## src/rtl/inst_mem_loader.sv

```systemverilog
// Streams a framed big-endian instruction image into word-addressed instruction memory
// and holds the core in reset until the whole image has been written.
module inst_mem_loader #(
    parameter int ADDR_W = 10
) (
    input  logic              clk,
    input  logic              rst,
    input  logic              byte_valid,
    input  logic [7:0]        byte_data,
    output logic              byte_ready,
    input  logic              load_req,
    output logic              mem_we,
    output logic [ADDR_W-1:0] mem_waddr,
    output logic [31:0]       mem_wdata,
    output logic              cpu_rst,
    output logic              load_done,
    output logic              load_err
);
    localparam int          IDX_W    = ADDR_W + 1;
    localparam logic [16:0] CAPACITY = 17'(2 ** ADDR_W);

    typedef enum logic [2:0] {
        S_HDR_HI, S_HDR_LO, S_DATA, S_WRITE, S_DONE, S_ERR
    } state_t;

    state_t            state_q, state_d;
    logic [15:0]       count_q, count_d;
    logic [IDX_W-1:0]  widx_q, widx_d;
    logic [1:0]        bidx_q, bidx_d;
    logic [31:0]       word_q, word_d;

    logic              byte_ready_q, byte_ready_d;
    logic              mem_we_q, mem_we_d;
    logic [ADDR_W-1:0] mem_waddr_q, mem_waddr_d;
    logic [31:0]       mem_wdata_q, mem_wdata_d;
    logic              cpu_rst_q, cpu_rst_d;
    logic              load_done_q, load_done_d;
    logic              load_err_q, load_err_d;

    logic              xfer;
    logic [15:0]       full_count;

    // byte_ready is a flop, so the handshake never loops back through byte_valid
    assign xfer       = byte_valid & byte_ready_q;
    assign full_count = {count_q[15:8], byte_data};

    always_ff @(posedge clk or negedge rst) begin
        if (!rst) begin
            state_q      <= S_HDR_HI;
            count_q      <= '0;
            widx_q       <= '0;
            bidx_q       <= '0;
            word_q       <= '0;
            byte_ready_q <= 1'b0;
            mem_we_q     <= 1'b0;
            mem_waddr_q  <= '0;
            mem_wdata_q  <= '0;
            cpu_rst_q    <= 1'b1;
            load_done_q  <= 1'b0;
            load_err_q   <= 1'b0;
        end else begin
            state_q      <= state_d;
            count_q      <= count_d;
            widx_q       <= widx_d;
            bidx_q       <= bidx_d;
            word_q       <= word_d;
            byte_ready_q <= byte_ready_d;
            mem_we_q     <= mem_we_d;
            mem_waddr_q  <= mem_waddr_d;
            mem_wdata_q  <= mem_wdata_d;
            cpu_rst_q    <= cpu_rst_d;
            load_done_q  <= load_done_d;
            load_err_q   <= load_err_d;
        end
    end

    always_comb begin
        state_d = state_q;
        count_d = count_q;
        widx_d  = widx_q;
        bidx_d  = bidx_q;
        word_d  = word_q;
        unique case (state_q)
            S_HDR_HI: begin
                if (xfer) begin
                    count_d[15:8] = byte_data;
                    state_d       = S_HDR_LO;
                end
            end
            S_HDR_LO: begin
                if (xfer) begin
                    count_d[7:0] = byte_data;
                    if (full_count == 16'd0) begin
                        state_d = S_DONE;
                    end else if ({1'b0, full_count} > CAPACITY) begin
                        state_d = S_ERR;
                    end else begin
                        state_d = S_DATA;
                        widx_d  = '0;
                        bidx_d  = '0;
                    end
                end
            end
            S_DATA: begin
                if (xfer) begin
                    word_d = {word_q[23:0], byte_data};
                    bidx_d = bidx_q + 2'd1;
                    if (bidx_q == 2'd3) begin
                        state_d = S_WRITE;
                    end
                end
            end
            S_WRITE: begin
                widx_d = widx_q + 1'b1;
                // widen both sides so a full-capacity image compares without wrap
                if (17'(widx_q) + 17'd1 == {1'b0, count_q}) begin
                    state_d = S_DONE;
                end else begin
                    state_d = S_DATA;
                end
            end
            S_DONE, S_ERR: begin
                if (load_req) begin
                    state_d = S_HDR_HI;
                    widx_d  = '0;
                end
            end
            default: state_d = S_HDR_HI;
        endcase
    end

    // Outputs are registered from the next state so they line up with the state they describe
    always_comb begin
        byte_ready_d = (state_d == S_HDR_HI) || (state_d == S_HDR_LO) ||
                       (state_d == S_DATA)   || (state_d == S_ERR);
        mem_we_d     = (state_d == S_WRITE);
        mem_waddr_d  = mem_waddr_q;
        mem_wdata_d  = mem_wdata_q;
        if (state_d == S_WRITE) begin
            mem_waddr_d = widx_q[ADDR_W-1:0];
            mem_wdata_d = word_d;
        end
        cpu_rst_d    = (state_d != S_DONE);
        load_done_d  = (state_d == S_DONE);
        load_err_d   = (state_d == S_ERR);
    end

    assign byte_ready = byte_ready_q;
    assign mem_we     = mem_we_q;
    assign mem_waddr  = mem_waddr_q;
    assign mem_wdata  = mem_wdata_q;
    assign cpu_rst    = cpu_rst_q;
    assign load_done  = load_done_q;
    assign load_err   = load_err_q;

endmodule

```

## config.mk

```make
export PLATFORM = sky130hd
export DESIGN_NAME = inst_mem_loader
export DESIGN_NICKNAME = d
export VERILOG_FILES = /design/src/rtl/inst_mem_loader.sv
export SDC_FILE = /design/constraint.sdc
export NUM_CORES = 1
export LEC_CHECK = 0
export BUFFER_PORTS_ARGS = -buffer_cell sky130_fd_sc_hd__buf_2
export CORE_MARGIN = 4
export CORE_UTILIZATION = 40
export CTS_CLUSTER_SIZE = 28
export DETAILED_ROUTE_END_ITERATION = 8
export PLACE_DENSITY_LB_ADDON = 0.25
export REMOVE_ABC_BUFFERS = 1
export SYNTH_ARGS = -nofsm -noshare
export SYNTH_HDL_FRONTEND = slang
export SYNTH_SLANG_ARGS = --single-unit
```

## constraint.sdc

```tcl
create_clock -name clk -period 3.4 [get_ports clk]
set_clock_uncertainty 0.2 [all_clocks]
set_input_delay 0.34 -clock clk [delete_from_list [all_inputs] [get_ports clk]]
set_output_delay 0.34 -clock clk [all_outputs]
set_load 0.01 [all_outputs]
```

==> metrics.txt <==
status=completed; Levels on crit path=5; share of cells above drive strength 1=30.9%; final hold vios=0; Reg2Reg Setup Slack=0.59 ns; via count=3216; Core Area=11600 sq um; Total GRT Usage=14.3%; Top Family by Delay on Critical Path=buffers and inverters; pwr dens=901 nW/um^2; Tcrit/Tclk final=82.6%; P&R area growth vs syn=14.6%; CTS H-tree lvls=3; hold path cells=3; gp weighted congestion=0.858; Post-synth EDFFs=0; Slowest cell on crit path=inv_2; crit path from=state_q[1]; leakage=2.73 nW; Mapped Area=4790 sq um; RSZ-0062 raised after global routing=no; # rows=39; Ant. Diodes=0; placed cell areas=5190 sq um; main flop type after synthesis=dfrtp_1; kind of critical path=flop to flop; fraction of registers with async set/reset=100%; initial antenna violation count=0; most common cell in the synthesized netlist=nand2_1; crit-path max cell delay=0.72 ns; HP Class=input pin to flop; Synth top area share=57.5%; CP cell instances=inv_1 > nor4_4 > nand2_1 > inv_2 > mux2_2; top cells by count, synth=nand2_1, dfrtp_1, mux2_2, o21ai_0, nor2_1; measured slew at the worst slew-check pin=0.957 ns; Pre-antenna DRT Iters=5; CTS root buffer=clkbuf_16; Final ANT Viol Nets=0; crit end category=flop; Reg-to-Reg End=mem_wdata[29]; Seq cells post-synth=111; starting density of the core=41.4%; Crit path required time=3.43 ns; CTS tree=built; Hold Buf Count CTS=1; clk slew on worst S/H paths=0.08 ns; die area=13800 sq um; Die X-Extent=117 um; CTS resizes=0; CTS buffer count=9; post-CTS setup buffers=0; Power Total=0.00495 W; drt total wl=9490 um; largest net degree at the start of global routing=68; global-route wire length before repair=16200 um; Worst slew margin=35.7%; total negative setup slack=0 ns; drt drc=0; num ports=59; Worst Slack Setup Final=0.590 ns; Final Cell Area=5490 sq um; synth warn=0; IO buf count=58; syn avg cell area=11.2 sq um; Worst-Skew Late Latency=0.35 ns; CTS max path bufs=2; FF-to-FF Start=state_q[1]; cell taking the most area after synthesis=dfrtp_1; pre-CTS worst setup slack=0.569 ns; DR iter-0 viols=183; grt ovf=0; maxcap violations=0; number of vias per cell=5.12; crit path capture=mem_wdata[29]; DP HPWL=6470 um; critical path arrival=2.84 ns; crit start category=flop; clock sink count=111; hold path startpoint=byte_data[6]; Setup violations, final=0; Max Clock Freq=356 MHz; Seq/Total Area, Yosys=58.0%; largest cells by area after synthesis=dfrtp_1, mux2_2, nand2_1; worst-case reg-to-reg path depth=5; vias in the first global route=3315; Gate Count Post-Synth=426; VDD IR max=0.000412 V; Die H=117 um; Worst Path Buf+Inv=2; nets=494; WL per Instance=15.1 um; minimum clock period=2.81 ns; worst-path fanout max=34; number of max-slew violations in the final report=0; synth unique cells=51
==> cells in the final DEF (no fill, tap or decap), types with 5 or more instances in the layout <==
cell,instances
nand2_1,113
dfrtp_1,110
buf_2,57
mux2_2,56
o21ai_0,20
nor2_1,16
xnor2_1,10
clkbuf_16,9
nor3_1,7
a21oi_1,6
buf_4,5
==> stage by stage <==
stage,hold WS [ns],cells,util (%)
4_1_cts,0.0574,628,47.5
3_5_place_dp,0.253,611,44.9
3_3_place_gp,0.251,611,44.9
2_1_floorplan,-0.156,406,-
6_report,0.0649,628,47.5
5_1_grt,0.0691,628,47.5
==> worst reg2reg max path, cell delays in order (launching register included) <==
cell and delay [ns]:
dfrtp_1 0.48, inv_1 0.16, nor4_4 0.29, nand2_1 0.40
inv_2 0.72, mux2_2 0.44
==> cell type report <==
type | count | area (sq um)
multi-input combinational | 291 | 1890
clock inverter | 6 | 61.3
timing repair buffer | 63 | 333
inverter | 4 | 15.0
tap | 143 | 179
clock buffer | 10 | 229
fill | 1049 | 6080
sequential | 111 | 2780
==> logic make-up (layout without fill, tap and decap cells) <==
kind of cell / Yosys count / count (layout) / synth area share [%]
flops: 111 / 111 / 58.0
simple gates: 174 / 174 / 17.2
buf+inv: 24 / 83 / 2.46
mux: 56 / 56 / 13.2
compound gates: 45 / 45 / 6.04
xor+xnor: 14 / 14 / 2.56
fa+ha+maj: 2 / 2 / 0.523
==> layer usage <==
metal	wire length [um]	share of wire (%)	track usage, %
met5	0	0	0
met4	68	0.72	2.86
met3	520	5.5	4.38
met2	4650	49	24.3
met1	4250	45	18.0
==> worst min-delay path by stage <==
stage,end,slack (ns)
floorplan,bidx_q[0],-0.16
global placement,word_q[25],0.25
detailed placement,word_q[30],0.25
CTS,word_q[6],0.06
global route,word_q[3],0.07
finish,word_q[6],0.06
==> flip-flops by register name (all words and copies together), names as in the netlist <==
name        cells
load_done       1
load_err        1
mem_wdata      32
mem_waddr      10
word_q         32
count_q        16
state_q         3
widx_q         11
cpu_rst         1
mem_we          1
bidx_q          2
byte_ready      1
==> report_power, final <==
group | switching, W | leakage [nW] | internal (W) | total, W
clock network | 0.000498 | 0.139 | 0.000517 | 0.00102
logic | 0.000966 | 1.16 | 0.000784 | 0.00175
registers | 0.000353 | 1.43 | 0.00183 | 0.00218
total | 0.00182 | 2.73 | 0.00313 | 0.00495
No activity file was read; power rests on OpenSTA's default activity.
